===== src/rtl/pulse_monitor_pkg.sv =====
// rtl/pulse_monitor_pkg.sv - shared types and defaults for the pulse monitor
package pulse_monitor_pkg;

    typedef enum logic [1:0] {
        IDLE = 2'd0,
        HIGH = 2'd1,
        LOW  = 2'd2
    } state_t;

    localparam int DEF_CNT_W   = 32;
    localparam int DEF_TIMEOUT = 1024;

endpackage


===== src/rtl/pulse_monitor_edge.sv =====
// rtl/pulse_monitor_edge.sv - rise/fall detector on a same-domain single-bit input
module pulse_edge_detect (
    input  logic clk,
    input  logic rst,
    input  logic din,
    output logic rise,
    output logic fall
);

    logic prev;

    // prev resets low so an input held high out of reset reads as a rise
    always_ff @(posedge clk or negedge rst) begin
        if (!rst) begin
            prev <= 1'b0;
        end else begin
            prev <= din;
        end
    end

    assign rise = din & ~prev;
    assign fall = ~din & prev;

endmodule


===== src/rtl/pulse_monitor.sv =====
// rtl/pulse_monitor.sv - period/high-time measurement with valid/ready result port
module pulse_monitor
    import pulse_monitor_pkg::*;
#(
    parameter int CNT_W   = DEF_CNT_W,
    parameter int TIMEOUT = DEF_TIMEOUT
) (
    input  logic             clk,
    input  logic             rst,
    input  logic             en,
    input  logic             pulse_in,
    input  logic             clr_err,
    output logic             meas_valid,
    input  logic             meas_ready,
    output logic [CNT_W-1:0] meas_period,
    output logic [CNT_W-1:0] meas_width,
    output logic             timeout,
    output logic             overrun
);

    localparam logic [CNT_W-1:0] TO_CNT = CNT_W'(TIMEOUT);
    localparam logic [CNT_W-1:0] ONE    = CNT_W'(1);

    state_t           state_q, state_d;
    logic [CNT_W-1:0] cnt_q, cnt_d;
    logic [CNT_W-1:0] wid_q, wid_d;
    logic             rise, fall;
    logic             close, to_hit, drop;

    pulse_edge_detect u_edge (
        .clk  (clk),
        .rst  (rst),
        .din  (pulse_in),
        .rise (rise),
        .fall (fall)
    );

    always_ff @(posedge clk or negedge rst) begin
        if (!rst) begin
            state_q <= IDLE;
            cnt_q   <= '0;
            wid_q   <= '0;
        end else begin
            state_q <= state_d;
            cnt_q   <= cnt_d;
            wid_q   <= wid_d;
        end
    end

    always_comb begin
        state_d = state_q;
        cnt_d   = cnt_q;
        wid_d   = wid_q;
        if (!en) begin
            state_d = IDLE;
            cnt_d   = '0;
            wid_d   = '0;
        end else begin
            case (state_q)
                IDLE: begin
                    if (rise) begin
                        state_d = HIGH;
                        cnt_d   = ONE;
                        wid_d   = ONE;
                    end
                end
                HIGH, LOW: begin
                    // a rise always closes the open measurement, even at the timeout count
                    if (rise) begin
                        state_d = HIGH;
                        cnt_d   = ONE;
                        wid_d   = ONE;
                    end else if (cnt_q == TO_CNT) begin
                        state_d = IDLE;
                        cnt_d   = '0;
                        wid_d   = '0;
                    end else if (state_q == HIGH && !fall) begin
                        cnt_d = cnt_q + ONE;
                        wid_d = wid_q + ONE;
                    end else begin
                        state_d = LOW;
                        cnt_d   = cnt_q + ONE;
                    end
                end
                default: begin
                    state_d = IDLE;
                    cnt_d   = '0;
                    wid_d   = '0;
                end
            endcase
        end
    end

    always_comb begin
        close  = en && (state_q != IDLE) && rise;
        to_hit = en && (state_q != IDLE) && !rise && (cnt_q == TO_CNT);
        drop   = close && meas_valid && !meas_ready;
    end

    always_ff @(posedge clk or negedge rst) begin
        if (!rst) begin
            meas_valid  <= 1'b0;
            meas_period <= '0;
            meas_width  <= '0;
            timeout     <= 1'b0;
            overrun     <= 1'b0;
        end else begin
            timeout <= to_hit;
            overrun <= drop | (overrun & ~clr_err);
            if (close && !drop) begin
                meas_valid  <= 1'b1;
                meas_period <= cnt_q;
                meas_width  <= wid_q;
            end else if (meas_valid && meas_ready) begin
                meas_valid <= 1'b0;
            end
        end
    end

endmodule


===== config.mk =====
export PLATFORM = sky130hd
export DESIGN_NAME = pulse_monitor
export DESIGN_NICKNAME = d
export VERILOG_FILES = /design/src/rtl/pulse_monitor_pkg.sv /design/src/rtl/pulse_monitor_edge.sv /design/src/rtl/pulse_monitor.sv
export SDC_FILE = /design/constraint.sdc
export NUM_CORES = 1
export LEC_CHECK = 0
export ABC_AREA = 1
export ABC_CLOCK_PERIOD_IN_PS = 3600
export CAP_MARGIN = 10
export CORE_UTILIZATION = 63
export CTS_BUF_LIST = sky130_fd_sc_hd__clkbuf_8
export DETAILED_ROUTE_END_ITERATION = 10
export PLACE_DENSITY = 0.87
export REMOVE_ABC_BUFFERS = 1
export SLEW_MARGIN = 10
export SYNTH_ARGS = -nofsm -noshare
export SYNTH_HDL_FRONTEND = slang
export SYNTH_SLANG_ARGS = --single-unit

===== constraint.sdc =====
create_clock -name clk -period 3.6 [get_ports clk]
set_input_delay 0.72 -clock clk [delete_from_list [all_inputs] [get_ports clk]]
set_output_delay 0.72 -clock clk [all_outputs]
set_load 0.005 [all_outputs]

Word level (Yosys, flattened, before mapping) --
Cells that the tools add are included.
Word-level totals: output and inout port bits 67, bits in registers 134, input port bits 6
Operators by class: muxes and demuxes 18, reductions and logical operators 19, equality and inequality tests 6, bitwise logic cells 7, add/subtract/negate cells 2
Operators by type and width (number):
- two-way mux 32 bit | 8
- case mux 32 bit (2 select lines) | 2
- adder 32 x 1 -> 32 bit (second input constant) | 2
- == test 32 x 11 -> 1 bit (second input constant) | 1
- two-way mux 2 bit | 5
- inequality test 5 bit (second input constant) | 2
- logical AND 1 bit | 9
- logical NOT 1 bit | 4
- case mux 2 bit (2 select lines) | 1
- AND reduction 2 bit | 2
- nonzero test 2 bit | 2
- bitwise AND 1 bit | 3
- inequality test 3 bit (second input constant) | 1
- NOT 1 bit | 3
- == test 2 x 1 -> 1 bit (second input constant) | 1
- == test 2 bit (second input constant) | 1
- logical NOT 2 bit | 1
- two-way mux 1 bit | 2
- OR reduction 2 bit | 1
- OR 1 bit | 1

Logic depth before layout (Yosys ltp) --
Gate-level depths: netlist of the first run.
depth after elaboration 9, gate-level depth with buffers 13

Hierarchy --
Synthesis of the first run repeated with hierarchy kept, for this count alone.
Second synthesis, totals: cells, all modules 919, area, all modules 7028.0 µm²
Modules (own cells, without submodules):
- pulse_monitor | times used 1, sequential area each 3328.2 µm², area an instance 6988.0 µm², cells each 914
- pulse_edge_detect | times used 1, sequential area each 25.0 µm², area an instance 40.0 µm², cells each 5

Least setup slack after synthesis of the first run --
Ideal clock, no wire load.
kind input to register, start input pulse_in, end register meas_period[24], data required time 3470 ps, arrival 1753 ps, stages 9, library setup time 130 ps, slack 1716 ps, cell sequence inv_1 > nor2_2 > inv_1 > nor3_1 > nand2_1 > buf_2 > buf_2 > nand2_1 > o21ai_0
Between the ends: word-level cells in the longest chain between the ends 6
Ends and longest elaborated chain:
- start, declared | line pulse_monitor.sv:11 | input logic pulse_in,
- bitwise AND 1 bit (*) | line pulse_monitor_edge.sv:21 | assign rise = din & ~prev;
- logical AND 1 bit (*) | line pulse_monitor.sv:95 | close = en && (state_q != IDLE) && rise;
- logical AND 1 bit (2 in a row) | line pulse_monitor.sv:97 | drop = close && meas_valid && !meas_ready;
- logical NOT 1 bit | line pulse_monitor.sv:110 | if (close && !drop) begin
- logical AND 1 bit (*) | line pulse_monitor.sv:110
- end signal, assigned | line pulse_monitor.sv:112 | meas_period <= cnt_q;
- end, declared | line pulse_monitor.sv:15 | output logic [CNT_W-1:0] meas_period,
Mark *: on every way between the ends. The rest lies on a longest branch, timed or not. A chain may end at the register's enable or synchronous reset.

Final worst setup path of the first run --
start input pulse_in, end register meas_period[10]
The elaborated chain is that of the path after synthesis.

==> impl_results.md, run 1 <==
- Post_cts resized: 0
- WL/cell: 13.8 um
- Fin crit period: 2.57 ns
- Routability cong.: 0.945
- Worst hold path type: input port to asynchronous set/reset pin
- Worst Path Arrival: 2.90 ns
- Req. time, crit path: 3.92 ns
- Largest net degree at the start of global routing: 68
- Hpwl dp: 10,600 um
- Clk_skew: 0.0147 ns
- Cell Pwr Density: 535 nW/um^2
- Root buffer cell: clkbuf_8
- Worst Path Class, Setup: input port to flop
- Worst VDD drop: 0.346 mV
- Max-slew violations: 0
- Final net count: 989
- Outcome: completed
- Net Sw Power: 0.00138 W
- Residual DRC: 0
- Startpoint types: input port
- H-tree depth: 4
- First-pass GRT wire length: 26,500 um
- Post-synth EDFFs: 0
- Clock share of power: 33.2%
- Net Sw Frac: 31.6%
- Final TNS setup: 0 ns
- Register Area: 3350 um^2
- I/O Pins: 73
- Final Setup Violations: 0
- Antenna Nets Post-Route: 0
- Hold buffers post-CTS: 0
- Average vias per placed instance: 5.44
- CTS buffer count: 17
- Total power: 0.00435 W
- DR vias: 6,120
- PortBufs: 72
- Initial antenna violation count: 0
- Clock sinks: 134
- Int Power: 0.00298 W
- # Post-CTS Setup Buffers: 0
- Clock latency on the worst-skew pair: 0.45 ns
- Total wire length: 15,600 um
- CTS tree: done
- Fmax: 389 MHz
- P_leak: 3.79 nW
- Initial core utilization: 65.8%
- Core area: 10,500 um^2
- # rows: 37
- Hold Fails Final Rpt: 0
- Unrepaired setup endpoints after global routing: false
- Ys flop type: dfrtp_1
- Ant. Diodes: 0
- CP Max Fanout: 67
- Gr usage total: 29.7%
- Die ar.: 11,300 um^2
- Sequential power share: 41.2%
- Drt first pass iters: 6
- Slew margin rel.: 54.2%
- Fill cells: 764
- Die Ht: 107 um
- Post-synthesis sequential area ratio: 48.7%
- Ys async rst share: 100%
- Mapped Cells: 908
- Multi-input combinational cell area: 2880 um^2
- Layout cells sized above 1: 7.78%
- Vias in the first global route: 5,795
- Syn_area_per_cell: 7.58 um^2
- Gr ovfl total: 0
- Yosys reg bits: 134
- Distinct cells, synth: 33
- Detailed Route Iter0 Violations: 560
- Reg clk slew, reported paths: 0.08 ns
- Worst Setup End Kind: flop
- Synthesized area: 6880 um^2
- Clock Path Buffers: 2
- Area grow syn2layout: 18.1%
- Period utilization: 71.4%
- Yosys warnings: 0
- Die extent in x: 107 um
- Max-cap viol count: 0
- Combinational power share: 25.7%
- Worst slew pin tran: 0.687 ns
## area by class of cell
type,count,share of cell area [%]
clock buffers,18,3.05
flip-flops and latches,134,41.3
repair buffers,76,9.51
well taps,136,2.09
clock inverters,14,2.57
inverters,131,6.05
multi-input cells,617,35.5
## flip-flops by register name, summed over array words and instances (netlist names)
signal	cells
meas_width	32
u_edge.prev	1
meas_period	32
state_q	2
meas_valid	1
cnt_q	32
timeout	1
overrun	1
wid_q	32
## worst max-delay path: stages
cell,delay (ns)
clkdlybuf4s50_1,0.48
inv_1,0.06
nor2_2,0.11
inv_1,0.10
nor3_1,0.41
nand2_4,0.44
buf_12,0.33
nand2_1,0.10
o21ai_0,0.10
## metrics by stage
step / instance area, um^2 / util (%) / hold WS, ns / instances / setup slack [ns]
after floorplan: 6720 / - / 0.424 / 882 / 0.275
after global placement: 7670 / 73.3 / 0.465 / 1094 / 0.839
after detailed placement: 7670 / 73.3 / 0.474 / 1094 / 0.684
after CTS: 8130 / 77.7 / 0.313 / 1126 / 1.06
after global routing: 8130 / 77.7 / 0.345 / 1126 / 0.891
final: 8130 / 77.7 / 0.289 / 1126 / 1.03
## synthesized netlist by cell type, types with 9 or more instances
| cell type | n | share of area [%] |
|---|---|---|
| nand2_1 | 239 | 13 |
| dfrtp_1 | 134 | 49 |
| nor2_1 | 133 | 7.3 |
| inv_1 | 118 | 6.4 |
| o21ai_0 | 77 | 5.6 |
| nand3_1 | 53 | 3.9 |
| nand4_1 | 31 | 2.8 |
| nor3_1 | 19 | 1.4 |
| inv_2 | 13 | 0.71 |
| clkbuf_1 | 9 | 0.49 |
| nor2_2 | 9 | 0.82 |
| xor2_1 | 9 | 1.1 |
## cells by family after synthesis
family	count (synthesis)	synth area share [%]
multiplexers	2	0.327
flip-flops	134	48.7
XOR/XNOR	9	1.15
adder cells (fa/ha/maj)	6	1.09
buffers and inverters	157	9.47
AO/OA/AOI/OAI	94	7.16
AND/OR/NAND/NOR	506	32.1
## per-layer routing
layer / GRT usage (%) / wire, um / vias to the layer above
li1: - / - / 2997
met1: 41.5 / 7170 / 2844
met2: 46.9 / 7100 / 255
met3: 5.82 / 1090 / 24
met4: 10.1 / 211 / 0
met5: 0 / 0 / -
## path summary, 6_finish.rpt
| check | slack [ns] | from | cells past startpoint | to |
|---|---|---|---|---|
| max | 1.03 | pulse_in | 9 | meas_period[10]$_DFFE_PN0P_ |
| min | 0.29 | rst | 1 | meas_period[2]$_DFFE_PN0P_ |
| max reg2reg | 1.29 | state_q[0]$_DFFE_PN0P_ | 7 | meas_period[10]$_DFFE_PN0P_ |
| min reg2reg | 0.49 | meas_width[18]$_DFFE_PN0P_ | 2 | meas_width[18]$_DFFE_PN0P_ |
| max in group asynchronous | 2.50 | rst | 2 | wid_q[14]$_DFFE_PN0P_ |
| min in group clk | 0.49 | meas_width[18]$_DFFE_PN0P_ | 2 | meas_width[18]$_DFFE_PN0P_ |
## layout by cell type, fill, tap and decap left out, types with 2 or more instances in the layout
cell	n
dfrtp_1	134
nand2_1	238
a31oi_1	3
nand4_1	31
clkinv_4	3
a21oi_1	5
nand3_1	53
nand3_2	6
nor2_1	133
nor3_1	19
o21bai_1	2
inv_2	13
nor4_1	2
nand2_4	4
nor2_2	9
o21ai_0	77
clkdlybuf4s50_1	71
ha_1	6
nand3b_1	3
inv_1	121
clkbuf_8	18
mux2_2	2
xor2_1	9
buf_4	3
buf_12	2
bufinv_16	5
o21ai_1	5
nand2_2	5
## power groups by stage
| stage | clock network [W] | registers (W) | logic, W |
|---|---|---|---|
| 4_1_cts | 0.00145 | 0.00179 | 0.00112 |
| 3_5_place_dp | 0 | 0.00182 | 0.00110 |
| 2_1_floorplan | 0 | 0.00182 | 0.000578 |
| 3_3_place_gp | 0 | 0.00182 | 0.00108 |
| 5_1_grt | 0.00152 | 0.00181 | 0.00125 |
| 6_report | 0.00144 | 0.00179 | 0.00112 |
Note: power is estimated with default switching activity, not from simulation.
==> run 2, diff against run 1 <==
--- a/config.mk
+++ b/config.mk
@@ -6,12 +6,12 @@
 export NUM_CORES = 1
 export LEC_CHECK = 0
 export ABC_AREA = 1
-export ABC_CLOCK_PERIOD_IN_PS = 3600
+export ABC_CLOCK_PERIOD_IN_PS = 2190
 export CAP_MARGIN = 10
-export CORE_UTILIZATION = 63
+export CORE_UTILIZATION = 53
 export CTS_BUF_LIST = sky130_fd_sc_hd__clkbuf_8
 export DETAILED_ROUTE_END_ITERATION = 10
-export PLACE_DENSITY = 0.87
+export PLACE_DENSITY = 0.78
 export REMOVE_ABC_BUFFERS = 1
 export SLEW_MARGIN = 10
 export SYNTH_ARGS = -nofsm -noshare
==> constraint.sdc (replaced) <==
create_clock -name clk -period 2.19 [get_ports clk]
set_input_delay 0.438 -clock clk [delete_from_list [all_inputs] [get_ports clk]]
set_output_delay 0.438 -clock clk [all_outputs]
set_load 0.005 [all_outputs]
==> impl_results.md, run 2 (synthesis results as in run 1) <==
- Die ar.: 13,400 um^2 (+18%)
- Final core occ: 66.2% (-12 points)
- CTS buffer count: 17 (unchanged)
- Clock Path Buffers: 2 (unchanged)
- First-pass GRT wire length: 26,500 um (about the same)
- Detailed Route Iter0 Violations: 416 (-26%)
- Fin crit period: 2.00 ns
- Ant. Diodes: 0 (unchanged)
- WHS: 0.461 ns (+0.172 ns)
- Die extent in x: 116 um (+8.9%)
- Startpoint types: flop
- Average vias per placed instance: 5.12 (-5.9%)
- Req. time, crit path: 2.52 ns (-1.40 ns)
- Most common cell after layout, fill and taps aside: nand2_1
- Most frequent cells in the layout: 238 x nand2_1, 134 x dfrtp_1, 133 x nor2_1
- Worst Path Class, Setup: flop to flop
- Antenna Nets Post-Route: 0 (unchanged)
- Worst Path Arrival: 2.34 ns (-0.56 ns)
- Final worst slack: 0.185 ns (-0.843 ns)
- Hold Fails Final Rpt: 0 (unchanged)
- Root buffer cell: clkbuf_8
- PortBufs: 72 (unchanged)
- I/O Pins: 73 (unchanged)
- Slowest stage delay, CP: 0.43 ns (-0.05 ns)
- Fin cells: 1,189 (+5.6%)
- Drt first pass iters: 5 (-1)
- Critical-path cell list: inv_1 > ha_1 > nand2_1 > nor2_1 > nand2_1 > nor2_2 > nand2_4 > nand2_4 > buf_12 > nand3b_1 > nor2_1 > nor2_1
- Max-cap viol count: 0 (unchanged)
- Placement Setup Slack: -0.0448 ns (-0.728 ns)
- Total wire length: 15,500 um (-0.53%)
- DR vias: 6,084 (-0.59%)
- CTS tree: done
- H-tree depth: 4 (unchanged)
- WL/cell: 13.0 um (-5.8%)
- Cell Pwr Density: 828 nW/um^2 (+55%)
- Final net count: 1,016 (+2.7%)
- Worst slew pin tran: 0.510 ns (-0.177 ns)
- # rows: 41 (+11%)
- Outcome: completed
- Core area: 12,600 um^2 (+21%)
- CP Max Fanout: 15 (-78%)
- Initial antenna violation count: 0 (unchanged)
- Worst VDD drop: 0.508 mV (+47%)
- Slowest cell on crit path: dfrtp_1
- Gr usage total: 25.5% (-4.2 points)
- Net Sw Power: 0.00223 W (+62%)
- Hpwl dp: 11,300 um (+6.7%)
- Max-slew violations: 0 (unchanged)
- Slew margin rel.: 66.0% (+12 points)
- Clock latency on the worst-skew pair: 0.46 ns (about the same)
- Reg clk slew, reported paths: 0.08 ns (about the same)
- Gr ovfl total: 0 (unchanged)
- Die Ht: 116 um (+8.9%)
- Area grow syn2layout: 21.4%
- Net Sw Frac: 32.2% (+0.62 points)
- Period utilization: 91.5%
- Fmax: 499 MHz
- Clock share of power: 28.1% (-5.1 points)
- Unrepaired setup endpoints after global routing: false
- Cells after DPL: 1,156 (+5.7%)
- # Post-CTS Setup Buffers: 0 (unchanged)
- Clock sinks: 134 (unchanged)
- Final Setup Violations: 0 (unchanged)
- Most used cell, CP: nor2_1
- Worst Setup End Kind: flop
- Sequential power share: 42.6% (+1.4 points)
- Vias in the first global route: 5,588 (-3.6%)
- Largest net degree at the start of global routing: 57 (-16%)
- P_leak: 3.91 nW (+3.2%)
- Residual DRC: 0 (unchanged)
- Int Power: 0.00468 W (+57%)
- Final instance area: 8350 um^2 (+2.7%)
- Clk_skew: 0.0129 ns (-0.00178 ns)
- Layout cells sized above 1: 10.1% (+2.4 points)
- Worst hold path type: input port to flop
- Routability cong.: 0.924 (-2.3%)
- Initial core utilization: 54.5% (-11 points)
- Placed cell area: 7970 um^2 (+3.9%)
- Combinational power share: 29.3% (+3.6 points)
## run 2: layout make-up
class / instances / area (um^2)
Clock buffer: 18 / 248
Clock inverter: 14 / 119
Fill cell: 1122 / 4270
Inverter: 131 / 492
Multi-Input combinational cell: 617 / 2880
Sequential cell: 134 / 3350
Tap cell: 172 / 215
Timing Repair Buffer: 103 / 1040
## run 2: timing repair
item,4_1_cts,5_1_grt
hold endpoints to repair,36,0
hold buffers,1,0
resized for setup,0,0
## run 2: critical path: cells and delay by family (launching register included)
| family | cells | cell delay [ns] |
|---|---|---|
| adder cells (fa/ha/maj) | 1 | 0.19 |
| flip-flops | 1 | 0.43 |
| AND/OR/NAND/NOR | 9 | 0.97 |
| buffers and inverters | 2 | 0.28 |
## run 2: metal layers
| metal | GRT usage (%) | up-vias | part of all wire (%) |
|---|---|---|---|
| met5 | 0 | - | 0 |
| met4 | 9.57 | 0 | 2.0 |
| met3 | 4.81 | 23 | 5.2 |
| met2 | 37.3 | 160 | 43 |
| met1 | 37.7 | 2845 | 49 |
| li1 | - | 3056 | - |
## run 2: final timing paths
| check | startpoint | endpoint | slack (ns) | depth (start not counted) |
|---|---|---|---|---|
| worst max-delay path | cnt_q[0]$_DFFE_PN0P_ | wid_q[12]$_DFFE_PN0P_ | 0.19 | 12 |
| worst min-delay path | pulse_in | u_edge.prev$_DFF_PN0_ | 0.46 | 1 |
| worst max register to register | cnt_q[0]$_DFFE_PN0P_ | wid_q[12]$_DFFE_PN0P_ | 0.19 | 12 |
| worst min register to register | meas_width[23]$_DFFE_PN0P_ | meas_width[23]$_DFFE_PN0P_ | 0.48 | 2 |
| max in group asynchronous | rst | cnt_q[17]$_DFFE_PN0P_ | 1.03 | 3 |
| min in group asynchronous | rst | meas_width[23]$_DFFE_PN0P_ | 0.50 | 2 |
## run 2: power groups by stage
stage / sequential (W) / clock (W) / combinational (W)
after floorplan: 0.00299 / 0 / 0.000951
after global placement: 0.00298 / 0 / 0.00199
after detailed placement: 0.00298 / 0 / 0.00203
after CTS: 0.00294 / 0.00197 / 0.00204
after global routing: 0.00298 / 0.00209 / 0.00226
final: 0.00294 / 0.00194 / 0.00203
## run 2: per-stage QoR
stage          TNS (ns)  total power, W
4_1_cts               0         0.00696
5_1_grt               0         0.00733
2_1_floorplan    -45.51         0.00394
3_5_place_dp     -0.183         0.00502
3_3_place_gp          0         0.00497
6_report              0         0.00691
==> run 3, diff against run 2 <==
--- a/config.mk
+++ b/config.mk
@@ -11,6 +11,7 @@
 export CORE_UTILIZATION = 53
 export CTS_BUF_LIST = sky130_fd_sc_hd__clkbuf_8
 export DETAILED_ROUTE_END_ITERATION = 10
+export GPL_ROUTABILITY_DRIVEN = 0
 export PLACE_DENSITY = 0.78
 export REMOVE_ABC_BUFFERS = 1
 export SLEW_MARGIN = 10
==> impl_results.md, run 3 (synthesis results as in run 1) <==
- Reg clk slew, reported paths: 0.07 ns (about the same)
- Most used cell, CP: nand2_1
- Final TNS setup: 0 ns (unchanged)
- Final net count: 1,016 (unchanged)
- Outcome: completed
- Worst Path Arrival: 2.32 ns (-0.02 ns)
- Most frequent cells in the layout: 238 x nand2_1, 134 x dfrtp_1, 133 x nor2_1
- Hold wc startpoint: pulse_in
- Core area: 12,600 um^2 (unchanged)
- # rows: 41 (unchanged)
- Clock sinks: 134 (unchanged)
- First-pass GRT wire length: 25,800 um (-2.6%)
- Fmax: 503 MHz (+0.82%)
- Max-slew violations: 0 (unchanged)
- Detailed Route Iter0 Violations: 485 (+17%)
- Gr usage total: 24.8% (-0.71 points)
- Net Sw Frac: 30.7% (-1.6 points)
- Clk_skew: 0.0132 ns (+0.000269 ns)
- Max-cap viol count: 0 (unchanged)
- Sequential power share: 40.7% (-1.9 points)
- Critical Path Start: cnt_q[16]$_DFFE_PN0P_
- Hold path depth: 1 (unchanged)
- Req. time, crit path: 2.52 ns (about the same)
- Critical-path cell list: inv_1 > nand2_1 > nor2_1 > nand2_1 > nor2_4 > nand2_4 > nand3_2 > nand2_2 > inv_2 > nor3_1
- Root buffer cell: clkbuf_8
- Final core occ: 66.9% (+0.74 points)
- Slowest cell on crit path: dfrtp_1
- Die ar.: 13,400 um^2 (unchanged)
- Fin crit period: 1.99 ns (-0.0162 ns)
- # Post-CTS Setup Buffers: 0 (unchanged)
- Initial antenna violation count: 0 (unchanged)
- Clock share of power: 31.2% (+3.1 points)
- Largest net degree at the start of global routing: 91 (+60%)
- Die extent in x: 116 um (unchanged)
- Period utilization: 90.8% (-0.74 points)
- Area grow syn2layout: 22.7%
- CP Max Fanout: 16 (+1)
- DR vias: 6,047 (-0.61%)
- Antenna Nets Post-Route: 0 (unchanged)
- Worst hold path type: input port to flop
- Net Sw Power: 0.00222 W (-0.55%)
- Clock latency on the worst-skew pair: 0.46 ns (about the same)
- Worst Path Class, Setup: flop to flop
- Vias in the first global route: 5,484 (-1.9%)
- Die Ht: 116 um (unchanged)
- P_leak: 3.95 nW (+0.96%)
- Gr ovfl total: 0 (unchanged)
- Fin cells: 1,189 (unchanged)
- WHS: 0.472 ns (+0.0111 ns)
- Worst Setup End Kind: flop
- Worst slew pin tran: 0.472 ns (-0.0381 ns)
- Unrepaired setup endpoints after global routing: false
- Worst VDD drop: 0.395 mV (-22%)
- CTS buffer count: 17 (unchanged)
- R2r worst-path depth: 10 (-2)
- Total wire length: 15,300 um (-1.5%)
- Startpoint types: flop
- Cell Pwr Density: 856 nW/um^2 (+3.4%)
- Slew margin rel.: 68.6% (+2.5 points)
- Hold Fails Final Rpt: 0 (unchanged)
- Residual DRC: 0 (unchanged)
- H-tree depth: 4 (unchanged)
- PortBufs: 72 (unchanged)
- Drt first pass iters: 5 (unchanged)
- Average vias per placed instance: 5.09 (-0.61%)
- Int Power: 0.00501 W (+7.0%)
- WL/cell: 12.8 um (-1.5%)
- Clock Path Buffers: 2 (unchanged)
- Ant. Diodes: 0 (unchanged)
- Combinational power share: 28.0% (-1.3 points)
- Cells after DPL: 1,156 (unchanged)
- Worst r2r src: cnt_q[16]$_DFFE_PN0P_
- Layout cells sized above 1: 10.3% (+0.20 points)
- Final Setup Violations: 0 (unchanged)
- I/O Pins: 73 (unchanged)
- Most common cell after layout, fill and taps aside: nand2_1
- CTS tree: done
- Initial core utilization: 54.5% (unchanged)
- Slowest stage delay, CP: 0.38 ns (-0.05 ns)
- Hpwl dp: 11,000 um (-2.4%)
-- run 3: cell types whose count changed in the layout (fill, tap and decap cells not counted) --
| cell | before | now |
|---|---|---|
| bufinv_16 | 2 | 3 |
| clkbuf_8 | 18 | 24 |
| clkinv_4 | 0 | 1 |
| inv_1 | 121 | 119 |
| buf_12 | 7 | 8 |
| buf_4 | 24 | 23 |
| clkinvlp_4 | 1 | 0 |
| clkinv_2 | 8 | 3 |
-- run 3: power groups by stage --
stage	clock, W	sequential [W]	combinational [W]
CTS	0.00231	0.00295	0.00204
floorplan	0	0.00299	0.000951
global placement	0	0.00298	0.00200
finish	0.00226	0.00294	0.00203
detailed placement	0	0.00299	0.00203
global route	0.00242	0.00298	0.00226
-- run 3: area by class of cell --
class,instances,area (um^2)
clock inverters,8,118
clock buffers,24,330
well taps,172,215
multi-input cells,617,2880
fillers,1099,4180
repair buffers,103,1050
inverters,131,492
flip-flops and latches,134,3350
-- run 3: repair_timing --
| action | 4_1_cts | 5_1_grt |
|---|---|---|
| hold buffers | 1 | 0 |
| gates resized for setup | 0 | 0 |
| endpoints found under the hold margin | 44 | 0 |
-- run 3: path summary, 6_finish.rpt --
path                                              end  slack, ns
setup / recovery                cnt_q[13]$_DFFE_PN0P_       0.20
hold / removal                  u_edge.prev$_DFF_PN0_       0.47
setup reg to reg                cnt_q[13]$_DFFE_PN0P_       0.20
hold reg to reg            meas_width[28]$_DFFE_PN0P_       0.48
max in group asynchronous       cnt_q[19]$_DFFE_PN0P_       1.24
min in group asynchronous  meas_width[24]$_DFFE_PN0P_       0.51
-- run 3: per-stage QoR --
step | power (W) | setup WS (ns) | instance area, um^2
floorplan | 0.00394 | -0.903 | 6720
global placement | 0.00498 | 0.0355 | 7990
detailed placement | 0.00502 | -0.0141 | 7990
CTS | 0.00730 | 0.207 | 8440
global route | 0.00766 | 0.0451 | 8440
finish | 0.00723 | 0.201 | 8440
-- run 3: layer usage --
| layer | global-route usage (%) | part of all wire (%) | vias to the layer above |
|---|---|---|---|
| li1 | - | - | 3058 |
| met1 | 36.7 | 50 | 2803 |
| met2 | 35.8 | 43 | 161 |
| met3 | 5.28 | 5.6 | 25 |
| met4 | 9.32 | 1.8 | 0 |
| met5 | 0 | 0 | - |
-- run 3: critical path: cells and delay by family (launching register included) --
family / cells / cell delay (ns)
flops: 1 / 0.38
buf+inv: 2 / 0.39
simple gates: 8 / 1.08
